[config.mk]
export PLATFORM = sky130hd
export DESIGN_NAME = bf16_div
export DESIGN_NICKNAME = d
export VERILOG_FILES = /design/src/rtl/bf16_pkg.sv /design/src/rtl/bf16_classify.sv /design/src/rtl/bf16_div.sv
export SDC_FILE = /design/constraint.sdc
export NUM_CORES = 1
export LEC_CHECK = 0
export BUFFER_PORTS_ARGS = -buffer_cell sky130_fd_sc_hd__clkbuf_2
export CAP_MARGIN = 40
export CORE_ASPECT_RATIO = 1.2
export CORE_UTILIZATION = 50
export CTS_CLUSTER_SIZE = 28
export DETAILED_ROUTE_END_ITERATION = 12
export PLACE_DENSITY = 0.76
export SETUP_SLACK_MARGIN = 0.4
export SYNTH_ARGS = -nofsm -noshare
export SYNTH_HDL_FRONTEND = slang
export SYNTH_SLANG_ARGS = --single-unit
[constraint.sdc]
create_clock -name clk -period 4.5 [get_ports clk]
set_input_delay 0.9 -clock clk [delete_from_list [all_inputs] [get_ports clk]]
set_output_delay 0.9 -clock clk [all_outputs]
set_load 0.02 [all_outputs]
[src/rtl/bf16_pkg.sv]
// bf16_pkg: shared bfloat16 definitions for the arithmetic unit.
//   E, M, BIAS       : bf16 field widths and exponent bias
//   EXP_MAX, NAN_MAN : all-ones exponent and canonical NaN mantissa
//   MAXF_EXP         : exponent of the largest finite value
//   fp_class_t       : operand class produced by bf16_classify
//   div_state_t      : control states of the iterative divider
package bf16_pkg;
  localparam int E    = 8;
  localparam int M    = 7;
  localparam int BIAS = 127;

  localparam logic [E-1:0] EXP_MAX  = 8'hFF;
  localparam logic [E-1:0] MAXF_EXP = 8'hFE;
  localparam logic [M-1:0] NAN_MAN  = 7'h7F;

  typedef enum logic [1:0] {FP_ZERO, FP_NORM, FP_INF, FP_NAN} fp_class_t;
  typedef enum logic [1:0] {IDLE, DIV, NORM, DONE} div_state_t;
endpackage

[src/rtl/bf16_classify.sv]
// bf16_classify: combinational class of a bf16 magnitude.
// Ports:
//   e   in  E  exponent field
//   m   in  M  stored mantissa field
//   cls out    FP_ZERO (e==0, subnormals flushed), FP_INF, FP_NAN or FP_NORM
module bf16_classify
  import bf16_pkg::*;
(
  input  logic [E-1:0] e,
  input  logic [M-1:0] m,
  output fp_class_t    cls
);
  always_comb begin
    if (e == '0)
      cls = FP_ZERO;
    else if (e == EXP_MAX)
      cls = (m == '0) ? FP_INF : FP_NAN;
    else
      cls = FP_NORM;
  end
endmodule

[src/rtl/bf16_div.sv]
// bf16_div: iterative bfloat16 divider z = a / b, round toward zero,
// subnormals flushed to zero, canonical NaN. One divide in flight.
// Optional macro BF16_DIV_FLAGS_EN adds flags_o = {invalid, divzero,
// overflow, underflow}, registered alongside the result.
// Ports:
//   clk, nreset          clock, asynchronous active-low reset
//   valid_i / ready_o    operand handshake (ready_o high only when idle)
//   sa_i, ea_i, ma_i     dividend sign / exponent / mantissa
//   sb_i, eb_i, mb_i     divisor sign / exponent / mantissa
//   valid_o / ready_i    result handshake
//   s_o, e_o, m_o        result sign / exponent / mantissa
//   flags_o              exception flags (BF16_DIV_FLAGS_EN only)
module bf16_div
  import bf16_pkg::*;
(
  input  logic         clk,
  input  logic         nreset,
  input  logic         valid_i,
  output logic         ready_o,
  input  logic         sa_i,
  input  logic [E-1:0] ea_i,
  input  logic [M-1:0] ma_i,
  input  logic         sb_i,
  input  logic [E-1:0] eb_i,
  input  logic [M-1:0] mb_i,
  output logic         valid_o,
  input  logic         ready_i,
  output logic         s_o,
  output logic [E-1:0] e_o,
  output logic [M-1:0] m_o
`ifdef BF16_DIV_FLAGS_EN
  ,
  output logic [3:0]   flags_o
`endif
);
  fp_class_t  cls_a, cls_b;
  div_state_t state_reg;

  logic         sign_reg;
  logic [E-1:0] ea_reg, eb_reg;
  logic [M:0]   divisor_reg;   // {1, mb}
  logic [M+1:0] rem_reg;       // partial remainder, 9 bits
  logic [M+1:0] quo_reg;       // quotient q[8:0], q[8] is the integer bit
  logic [3:0]   cnt_reg;
  logic         s_reg, valid_reg;
  logic [E-1:0] e_reg;
  logic [M-1:0] m_reg;

  bf16_classify u_cls_a (.e(ea_i), .m(ma_i), .cls(cls_a));
  bf16_classify u_cls_b (.e(eb_i), .m(mb_i), .cls(cls_b));

  // Special-operand decode, evaluated on the accept cycle.
  logic         is_special, spec_nan, spec_inf, div_zero;
  logic [E-1:0] spec_e;
  logic [M-1:0] spec_m;

  always_comb begin
    is_special = (cls_a != FP_NORM) || (cls_b != FP_NORM);
    spec_nan   = (cls_a == FP_NAN) || (cls_b == FP_NAN) ||
                 ((cls_a == FP_ZERO) && (cls_b == FP_ZERO)) ||
                 ((cls_a == FP_INF) && (cls_b == FP_INF));
    // Remaining specials: x/0 and inf/x give inf, everything else zero.
    spec_inf   = !spec_nan && ((cls_b == FP_ZERO) || (cls_a == FP_INF));
    div_zero   = (cls_a == FP_NORM) && (cls_b == FP_ZERO);
    spec_e     = (spec_nan || spec_inf) ? EXP_MAX : '0;
    spec_m     = spec_nan ? NAN_MAN : '0;
  end

  // One restoring-division step.
  logic         q_bit;
  logic [M+1:0] rem_sub, rem_next;

  always_comb begin
    q_bit    = (rem_reg >= {1'b0, divisor_reg});
    rem_sub  = q_bit ? (rem_reg - {1'b0, divisor_reg}) : rem_reg;
    // rem_sub < divisor <= 255, so the shifted value still fits 9 bits.
    rem_next = {rem_sub[M:0], 1'b0};
  end

  // Exponent and normalization for the NORM cycle.
  logic signed [9:0] exp_raw, exp_fin;
  logic [M-1:0]      m_norm;
  logic              ovf, unf;

  always_comb begin
    exp_raw = $signed({2'b00, ea_reg}) - $signed({2'b00, eb_reg}) + 10'(BIAS);
    exp_fin = quo_reg[M+1] ? exp_raw : exp_raw - 10'sd1;
    m_norm  = quo_reg[M+1] ? quo_reg[M:1] : quo_reg[M-1:0];
    ovf     = (exp_fin >= 10'sd255);
    unf     = (exp_fin <= 10'sd0);
  end

`ifdef BF16_DIV_FLAGS_EN
  logic [3:0] flags_reg;
  assign flags_o = flags_reg;
`endif

  always_ff @(posedge clk or negedge nreset) begin
    if (!nreset) begin
      state_reg   <= IDLE;
      sign_reg    <= 1'b0;
      ea_reg      <= '0;
      eb_reg      <= '0;
      divisor_reg <= '0;
      rem_reg     <= '0;
      quo_reg     <= '0;
      cnt_reg     <= '0;
      s_reg       <= 1'b0;
      e_reg       <= '0;
      m_reg       <= '0;
      valid_reg   <= 1'b0;
`ifdef BF16_DIV_FLAGS_EN
      flags_reg   <= '0;
`endif
    end else begin
      case (state_reg)
        IDLE: begin
          if (valid_i) begin
            sign_reg    <= sa_i ^ sb_i;
            ea_reg      <= ea_i;
            eb_reg      <= eb_i;
            divisor_reg <= {1'b1, mb_i};
            rem_reg     <= {2'b01, ma_i};
            quo_reg     <= '0;
            cnt_reg     <= '0;
            if (is_special) begin
              s_reg     <= sa_i ^ sb_i;
              e_reg     <= spec_e;
              m_reg     <= spec_m;
              valid_reg <= 1'b1;
`ifdef BF16_DIV_FLAGS_EN
              flags_reg <= {spec_nan, div_zero, 2'b00};
`endif
              state_reg <= DONE;
            end else begin
              state_reg <= DIV;
            end
          end
        end
        DIV: begin
          rem_reg <= rem_next;
          quo_reg <= {quo_reg[M:0], q_bit};
          cnt_reg <= cnt_reg + 4'd1;
          if (cnt_reg == 4'd8)
            state_reg <= NORM;
        end
        NORM: begin
          s_reg <= sign_reg;
          if (ovf) begin
            e_reg <= MAXF_EXP;
            m_reg <= NAN_MAN;   // all-ones mantissa: largest finite
          end else if (unf) begin
            e_reg <= '0;
            m_reg <= '0;
          end else begin
            e_reg <= exp_fin[E-1:0];
            m_reg <= m_norm;
          end
          valid_reg <= 1'b1;
`ifdef BF16_DIV_FLAGS_EN
          flags_reg <= {2'b00, ovf, unf && !ovf};
`endif
          state_reg <= DONE;
        end
        DONE: begin
          if (ready_i) begin
            valid_reg <= 1'b0;
            state_reg <= IDLE;
          end
        end
        default: state_reg <= IDLE;
      endcase
    end
  end

  assign ready_o = (state_reg == IDLE);
  assign valid_o = valid_reg;
  assign s_o     = s_reg;
  assign e_o     = e_reg;
  assign m_o     = m_reg;
endmodule

==> results.sh, run 1 <==
export IMPL_r2r_end="m_o[5]"
export IMPL_yosysMostFrequentCell="dfrtp_1"
export IMPL_nFillCells=723
export IMPL_ant_nets=0
export IMPL_timing_rr_start="ea_reg[0]"
export IMPL_grt_pass1_wl_mm=18.3
export IMPL_critPathLaunchType="flip-flop"
export IMPL_via_per_inst=5.99
export IMPL_period_share_pct=89.4
export IMPL_critPathSlowestCell="or4_4"
export IMPL_drv_slew=0
export IMPL_startpoint="ea_reg[0]"
export IMPL_synth_main_ff_cell="dfrtp_1"
export IMPL_path_cells="inv_1 -> ha_1 -> inv_1 -> fa_2 -> buf_4 -> xnor2_2 -> nand2_1 -> xnor2_1 -> or4_4 -> or4_4 -> a21oi_4 -> a211oi_2 -> or3b_4 -> o22a_1"
export IMPL_reg2reg_depth=14
export IMPL_place_ws_ps=129
export IMPL_avgSynthCellArea_sq_um=9.37
export IMPL_start_util_pct=51.8
export IMPL_h_tree_depth=3
export IMPL_cp_num_cells=14
export IMPL_synthCells=476
export IMPL_arrival_ps=4260
export IMPL_synth_common_cells="66 x dfrtp_1, 38 x nand2_1, 36 x nor2_1, 30 x inv_1, 28 x a21oi_1"
export IMPL_rrSetupSlack_ps=480
export IMPL_ys_types=64
export IMPL_cp_endpoint="m_o[5]"
export IMPL_fin_crit_ps=4020
export IMPL_cts_tree="done"
export IMPL_clk_latency_ps=360
export IMPL_synth_async_reset_ratio_pct=100
export IMPL_synthToLayoutAreaGrowth_pct=21.0
export IMPL_yosysSeqAreaShare_pct=37.0
export IMPL_globalplace_congestion=0.906
export IMPL_detailed_place_hpwl_mm=8.17
export IMPL_synth_area_sq_um=4460
export IMPL_grt_antenna_before_repair=0
export IMPL_holdBufCountCts=0
export IMPL_fp_dieW_um=88.2
export IMPL_grtUsageTotal_pct=25.4
export IMPL_status="finished, final reports clean"
export IMPL_crit_type="reg -> reg"
export IMPL_clock_sinks=66
export IMPL_fin_skew_ps=7.80
export IMPL_synth_nets=539
export IMPL_nets=605
export IMPL_end_kind="flip-flop"
export IMPL_first_global_vias=3979
export IMPL_core_area_sq_um=8610
export IMPL_synth_edf_count=0
export IMPL_portBuffers=53
export IMPL_hold_class="reg -> reg"
export IMPL_drcViolationCount=0
export IMPL_tightest_slew_ps=902
export IMPL_grt_max_degree=26
export IMPL_final_hold_viol_count=0
export IMPL_drive_gt1_share_pct=26.3
export IMPL_wl_per_cell_um=16.7
export IMPL_num_vias=3979
export IMPL_row_count=37
export IMPL_dieArea_sq_um=9300
export IMPL_clk_path_buf_depth=2
export IMPL_cp_top_family="simple AND/OR/NAND/NOR gates"
export IMPL_synth_area_top_cells="dfrtp_1 37%, ha_1 7.0%, mux2_2 6.1%"
export IMPL_root_buffer="clkbuf_8"
export IMPL_cts_clk_slew_worst_paths_ps=80
export IMPL_io_pin_count=54
export IMPL_drv_cap=0
export IMPL_required_ps=4740
export IMPL_cts_inserted_buffers=9
export IMPL_antenna_cells=0
export IMPL_yosysWarnings=0
export IMPL_path_max_fanout=7
export IMPL_die_h_um=105
export IMPL_first_iter_violations=294
export IMPL_cp_slowest_stage_delay_ps=540
export IMPL_relSlewSlack_pct=39.5
export IMPL_routed_wirelength_mm=11.1
export IMPL_rsz0062_at_grt="yes"
export IMPL_grt_ovfl_total=0
export IMPL_synth_top_area_cell="dfrtp_1"
export IMPL_setup_viol=0
export IMPL_timing_final_ws_setup_ps=478
export IMPL_ys_seq_elements=66
export IMPL_tns_ps=0
export IMPL_yosysTopAreaCellShare_pct=37.0
export IMPL_max_freq_ghz=0.249
export IMPL_crit_buf_inv=3
export IMPL_first_pass_iters=5
per-layer routing:
layer / vias up / track usage (%) / wire length (um)
met1: 1924 / 30.9 / 4510
met3: 36 / 4.54 / 584
li1: 1876 / - / -
met4: 0 / 12.0 / 393
met5: - / 0 / 0
met2: 143 / 43.0 / 5630
per-stage QoR:
stage | instance area (sq um) | hold WS, ps | instances | util [%]
CTS | 5260 | 455 | 658 | 61.1
finish | 5400 | 453 | 664 | 62.7
global placement | 4870 | 432 | 637 | 56.6
floorplan | 4470 | 418 | 476 | -
detailed placement | 4930 | 437 | 639 | 57.2
global route | 5400 | 466 | 664 | 62.7
logic make-up after synthesis:
group / count (synthesis) / synth area share [%]
fa+ha+maj: 27 / 7.91
compound gates: 125 / 20.3
flops: 66 / 37.0
simple gates: 152 / 17.1
buf+inv: 47 / 4.07
xor+xnor: 20 / 4.10
mux: 39 / 9.43
cell type report:
type | instances | area, sq um | share of cell area [%]
Sequential cell | 66 | 1650 | 30.6
Multi-Input combinational cell | 363 | 2770 | 51.3
Timing Repair Buffer | 71 | 440 | 8.16
Clock inverter | 6 | 138 | 2.55
Clock buffer | 10 | 138 | 2.55
Tap cell | 117 | 146 | 2.71
Inverter | 31 | 116 | 2.16
worst min path at each step:
stage | endpoint | cells after the start | startpoint | slack (ps)
floorplan | divisor_reg[7] | 2 | divisor_reg[7] | 420
global placement | divisor_reg[7] | 2 | divisor_reg[7] | 430
detailed placement | divisor_reg[7] | 2 | divisor_reg[7] | 440
CTS | divisor_reg[7] | 2 | divisor_reg[7] | 450
global route | divisor_reg[7] | 2 | divisor_reg[7] | 470
finish | divisor_reg[7] | 2 | divisor_reg[7] | 450
cells in the final DEF, fill, tap and decap left out, types with 10 or more instances in the layout:
master    instances
dfrtp_1          66
buf_4            16
ha_1             24
inv_1            30
clkbuf_2         53
nor2b_1          10
mux2i_1          14
nor2_1           36
a22o_1           11
mux2_2           24
xnor2_1          10
o22a_1           11
nor3_1           14
o21ai_0          25
nand2_1          38
a21oi_1          28
clkbuf_8         10
worst min-delay path: cells and delay by family (launching register included):
family                 cells  cell delay [ps]
buffers and inverters      1               50
flip-flops                 1              320
AND/OR/NAND/NOR            1               50
what timing repair did:
| action | CTS | global route |
|---|---|---|
| setup buffers | 3 | 6 |
| pin swaps | 5 | 6 |
| resized for setup | 9 | 14 |
| setup endpoints to repair | 7 | 12 |
| endpoints found under the hold margin | 0 | 0 |
Power of run 1 is not shown: default switching activity piles up to over one toggle a cycle in this logic, so the estimate is an artifact.
==> inputs of run 2 (changes only) <==
--- a/config.mk
+++ b/config.mk
@@ -5,13 +5,14 @@
 export SDC_FILE = /design/constraint.sdc
 export NUM_CORES = 1
 export LEC_CHECK = 0
+export ABC_AREA = 1
 export BUFFER_PORTS_ARGS = -buffer_cell sky130_fd_sc_hd__clkbuf_2
 export CAP_MARGIN = 40
 export CORE_ASPECT_RATIO = 1.2
-export CORE_UTILIZATION = 50
+export CORE_UTILIZATION = 40
 export CTS_CLUSTER_SIZE = 28
 export DETAILED_ROUTE_END_ITERATION = 12
-export PLACE_DENSITY = 0.76
+export PLACE_DENSITY = 0.64
 export SETUP_SLACK_MARGIN = 0.4
 export SYNTH_ARGS = -nofsm -noshare
 export SYNTH_HDL_FRONTEND = slang
==> results.sh, run 2 <==
export IMPL_holdBufCountCts=0
export IMPL_clk_latency_ps=340
export IMPL_final_common_cell="nand2_1"
export IMPL_timing_rr_start="ea_reg[0]"
export IMPL_cts_resized=0
export IMPL_status="finished, final reports clean"
export IMPL_start_util_pct=40.9
export IMPL_synth_async_reset_ratio_pct=100
export IMPL_clock_sinks=66
export IMPL_wl_per_cell_um=13.1
export IMPL_globalplace_congestion=0.817
export IMPL_nets=738
export IMPL_ant_nets=0
export IMPL_drv_slew=0
export IMPL_grt_antenna_before_repair=0
export IMPL_final_cell_mix="147 x nand2_1, 79 x inv_1, 67 x nor2_1"
export IMPL_drv_cap=0
export IMPL_setup_viol=0
export IMPL_synthToLayoutAreaGrowth_pct=16.8
export IMPL_cp_top_family="simple AND/OR/NAND/NOR gates"
export IMPL_grt_ovfl_total=0
export IMPL_core_area_sq_um=11000
export IMPL_first_global_vias=4202
export IMPL_yosysMostFrequentCell="nand2_1"
export IMPL_grt_max_degree=30
export IMPL_fp_dieW_um=98.8
export IMPL_first_iter_violations=157
export IMPL_yosysTopAreaCellShare_pct=36.7
export IMPL_required_ps=4700
export IMPL_first_pass_iters=5
export IMPL_synth_edf_count=0
export IMPL_crit_type="reg -> reg"
export IMPL_cp_common_cell="nand2_1"
export IMPL_yosysWarnings=0
export IMPL_ys_types=39
export IMPL_arrival_ps=3360
export IMPL_relSlewSlack_pct=59.0
export IMPL_detailed_place_hpwl_mm=8.16
export IMPL_period_share_pct=70.3
export IMPL_worstHoldStart="divisor_reg[7]"
export IMPL_yosysSeqAreaShare_pct=36.7
export IMPL_max_freq_ghz=0.316
export IMPL_path_cells="inv_1 -> ha_1 -> inv_1 -> fa_1 -> inv_1 -> ha_1 -> inv_1 -> nor2_2 -> nand3_1 -> nor2_2 -> nand3_1 -> nand2_1 -> nor2_1 -> nand2_1 -> nand2_1 -> nor2_1 -> nand2_2 -> nand3_1 -> nand2_1 -> nand2_1 -> a21oi_1"
export IMPL_synth_area_top_cells="dfrtp_1 37%, nand2_1 12%, ha_1 7.0%"
export IMPL_dieArea_sq_um=11700
export IMPL_synth_area_sq_um=4490
export IMPL_cts_tree="done"
export IMPL_die_h_um=118
export IMPL_post_cts_buffers=0
export IMPL_end_kind="flip-flop"
export IMPL_synth_top_area_cell="dfrtp_1"
export IMPL_antenna_cells=0
export IMPL_synth_main_ff_cell="dfrtp_1"
export IMPL_crit_buf_inv=4
export IMPL_critPathLaunchType="flip-flop"
export IMPL_rsz0062_at_grt="no"
export IMPL_ys_seq_elements=66
export IMPL_clk_path_buf_depth=2
export IMPL_avgSynthCellArea_sq_um=7.19
export IMPL_path_max_fanout=12
export IMPL_via_per_inst=5.15
export IMPL_synth_nets=688
export IMPL_io_pin_count=54
export IMPL_startpoint="ea_reg[0]"
export IMPL_num_vias=4183
export IMPL_grtUsageTotal_pct=20.2
export IMPL_final_hold_viol_count=0
export IMPL_row_count=42
export IMPL_drcViolationCount=0
export IMPL_fin_skew_ps=4.45
export IMPL_portBuffers=53
export IMPL_grt_pass1_wl_mm=18.9
export IMPL_drive_gt1_share_pct=15.6
export IMPL_root_buffer="clkbuf_16"
export IMPL_synth_common_cells="147 x nand2_1, 79 x inv_1, 67 x nor2_1, 66 x dfrtp_1, 57 x a21oi_1"
export IMPL_critPathSlowestCell="fa_1"
export IMPL_cts_clk_slew_worst_paths_ps=50
export IMPL_h_tree_depth=3
export IMPL_cts_inserted_buffers=9
export IMPL_tns_ps=0
export IMPL_hold_class="reg -> reg"
export IMPL_fin_crit_ps=3170
export IMPL_cp_slowest_stage_delay_ps=440
export IMPL_tightest_slew_ps=612
export IMPL_routed_wirelength_mm=10.6
export IMPL_synthCells=625
==> run 2: final cells by class <==
type | count | area (sq um)
fillers | 1066 | 5740
multi-input cells | 454 | 2420
flip-flops and latches | 66 | 1650
inverters | 87 | 327
repair buffers | 57 | 315
clock buffers | 11 | 243
well taps | 132 | 165
clock inverters | 5 | 125
==> run 2: worst register-to-register path, cell delays in order, from the launching register on <==
cell and delay, ps:
dfrtp_1 320, inv_1 50, ha_1 180, inv_1 120, fa_1 440, inv_1 120
ha_1 180, inv_1 70, nor2_2 130, nand3_1 120, nor2_2 150, nand3_1 130
nand2_1 150, nor2_1 60, nand2_1 90, nand2_1 100, nor2_1 140, nand2_2 170
nand3_1 120, nand2_1 50, nand2_1 70, a21oi_1 70
==> run 2: layer usage <==
metal  GRT usage, %  share of wire (%)
met3           3.15                2.5
met4           8.58                2.5
met5              0                  0
met1           23.7                 42
met2           36.2                 53
==> run 2: final timing paths <==
check	slack, ps	to	depth (start not counted)
setup / recovery	1330	m_o[0]	21
hold / removal	460	divisor_reg[7]	2
setup reg to reg	1330	m_o[0]	21
hold reg to reg	460	divisor_reg[7]	2
max in group asynchronous	3040	eb_reg[3]	3
min in group asynchronous	540	m_o[1]	1
==> run 2: per-stage QoR <==
| step | utilization, % | area [sq um] | hold WS (ps) | std cells | worst slack (ps) |
|---|---|---|---|---|---|
| 2_1_floorplan | - | 4490 | 426 | 625 | 1670 |
| 3_3_place_gp | 44.2 | 4850 | 445 | 795 | 1230 |
| 3_5_place_dp | 44.4 | 4880 | 446 | 796 | 1140 |
| 4_1_cts | 47.8 | 5250 | 458 | 812 | 1340 |
| 5_1_grt | 47.8 | 5250 | 507 | 812 | 932 |
| 6_report | 47.8 | 5250 | 458 | 812 | 1330 |
==> run 2: logic make-up after synthesis <==
family,count (synthesis),synth area share [%]
and+or+nand+nor,303,29.4
AOI/OAI and AO/OA,110,13.5
buffers and inverters,105,9.38
DFF,66,36.7
adders and majority gates,27,7.85
xor gates and xnor gates,7,1.36
muxes,7,1.75
Power of run 2 is left out for the same reason.
==> inputs of run 3 (changes only) <==
--- a/config.mk
+++ b/config.mk
@@ -5,14 +5,14 @@
 export SDC_FILE = /design/constraint.sdc
 export NUM_CORES = 1
 export LEC_CHECK = 0
-export ABC_AREA = 1
+export ABC_AREA = 0
 export BUFFER_PORTS_ARGS = -buffer_cell sky130_fd_sc_hd__clkbuf_2
 export CAP_MARGIN = 40
 export CORE_ASPECT_RATIO = 1.2
 export CORE_UTILIZATION = 40
 export CTS_CLUSTER_SIZE = 28
 export DETAILED_ROUTE_END_ITERATION = 12
-export PLACE_DENSITY = 0.64
+export PLACE_DENSITY = 0.61
 export SETUP_SLACK_MARGIN = 0.4
 export SYNTH_ARGS = -nofsm -noshare
 export SYNTH_HDL_FRONTEND = slang
==> constraint.sdc (replaced) <==
create_clock -name clk -period 3.05 [get_ports clk]
set_input_delay 0.61 -clock clk [delete_from_list [all_inputs] [get_ports clk]]
set_output_delay 0.61 -clock clk [all_outputs]
set_load 0.02 [all_outputs]
==> results.sh, run 3 (synthesized netlist as in run 1, its figures left out) <==
export IMPL_via_per_inst=5.53
export IMPL_end_kind="flip-flop"
export IMPL_rsz0062_at_grt="yes"
export IMPL_cts_clk_slew_worst_paths_ps=50
export IMPL_grt_max_degree=41
export IMPL_clk_latency_ps=330
export IMPL_nets=667
export IMPL_drv_slew=0
export IMPL_fin_crit_ps=3780
export IMPL_final_hold_viol_count=0
export IMPL_timing_final_ws_setup_ps=-728
export IMPL_antenna_cells=0
export IMPL_dieArea_sq_um=11600
export IMPL_first_global_vias=4290
export IMPL_die_h_um=118
export IMPL_root_buffer="clkbuf_16"
export IMPL_drcViolationCount=0
export IMPL_max_freq_ghz=0.265
export IMPL_ant_nets=0
export IMPL_wl_per_cell_um=15.9
export IMPL_crit_type="reg -> reg"
export IMPL_design_area_sq_um=5980
export IMPL_fp_dieW_um=98.4
export IMPL_drive_gt1_share_pct=35.8
export IMPL_path_max_fanout=7
export IMPL_setup_viol=15
export IMPL_tightest_slew_ps=697
export IMPL_detailed_place_hpwl_mm=9.04
export IMPL_drv_cap=0
export IMPL_grt_pass1_wl_mm=20.0
export IMPL_h_tree_depth=3
export IMPL_status="complete, but fails checks"
export IMPL_critPathLaunchType="flip-flop"
export IMPL_relSlewSlack_pct=53.2
export IMPL_cts_inserted_buffers=9
export IMPL_globalplace_congestion=0.910
export IMPL_core_area_sq_um=10700
export IMPL_first_pass_iters=6
export IMPL_grtUsageTotal_pct=21.6
export IMPL_arrival_ps=3990
export IMPL_routed_wirelength_mm=11.7
export IMPL_start_util_pct=41.8
export IMPL_row_count=41
export IMPL_final_cell_mix="76 x buf_4, 66 x dfrtp_1, 52 x clkbuf_2"
export IMPL_num_vias=4064
export IMPL_cts_tree="done"
export IMPL_grt_ovfl_total=0
export IMPL_reg2reg_depth=14
export IMPL_final_util_pct=56.1
export IMPL_final_common_cell="buf_4"
export IMPL_failed_checks="negative setup slack"
export IMPL_clk_path_buf_depth=2
export IMPL_period_share_pct=124
export IMPL_required_ps=3260
export IMPL_grt_antenna_before_repair=0
export IMPL_placed_area_sq_um=5500
export IMPL_hold_class="in -> async"
export IMPL_portBuffers=53
export IMPL_io_pin_count=54
export IMPL_first_iter_violations=102
export IMPL_synthToLayoutAreaGrowth_pct=34.2
export IMPL_fin_skew_ps=6.13
export IMPL_clock_sinks=66
[run 3: cell types whose count changed in the layout (fill, tap and decap cells not counted), sizes merged, moves of 17 or more]
cell and delta:
nand3 -39, buf +77, nor2 -37, mux2 +17, a21oi -28, inv -56, nand2 -119
[run 3: path summary, 6_finish.rpt]
check / from / to / slack, ps
min in group clk: divisor_reg[7] / divisor_reg[7] / 460
min reg2reg: divisor_reg[7] / divisor_reg[7] / 460
max reg2reg: ea_reg[0] / m_o[0] / -730
max: ea_reg[0] / m_o[0] / -730
max in group asynchronous: nreset / eb_reg[4] / 2110
min: nreset / quo_reg[2] / 300
[run 3: worst max-delay path, cell delays in order (launching register included)]
cell and delay (ps):
dfrtp_1 370, inv_1 60, ha_2 170, inv_2 40
fa_2 350, a211o_1 340, and4_4 220, nor3_4 220
o21ai_2 100, or4_4 520, or4_4 440, a21oi_4 160
a211oi_2 50, or3b_4 430, o22a_1 170
[run 3: routing by layer]
layer  GRT usage (%)  up-vias  routed length (um)
met1            25.2     1982                4910
met5               0        -                   0
met3            3.27       23                 337
li1                -     1996                   -
met4            8.21        0                 281
met2            39.5       63                6180
[run 3: layout make-up]
class | count | area [sq um]
clock buffers | 10 | 239
fillers | 965 | 4690
flip-flops and latches | 66 | 1650
clock inverters | 3 | 42.5
repair buffers | 133 | 890
well taps | 129 | 161
inverters | 31 | 121
multi-input cells | 363 | 2880
[run 3: what timing repair did]
action | CTS | global route
gates cloned | 0 | 0
hold buffers | 0 | 0
resized for setup | 15 | 19
hold endpoints to repair | 0 | 0
endpoints found under the setup margin | 15 | 15
pin swaps | 5 | 9
setup buffers | 5 | 1
[run 3: metrics by stage]
stage               hold WS [ps]  TNS, ps  cells  worst slack [ps]
floorplan                    314    -8920    476              -851
global placement             434    -9400    715              -803
detailed placement           450   -10260    716              -849
CTS                          313    -8760    734              -696
global route                 342   -12350    735              -922
finish                       298    -9410    735              -728
Power of run 3 is left out for the same reason.
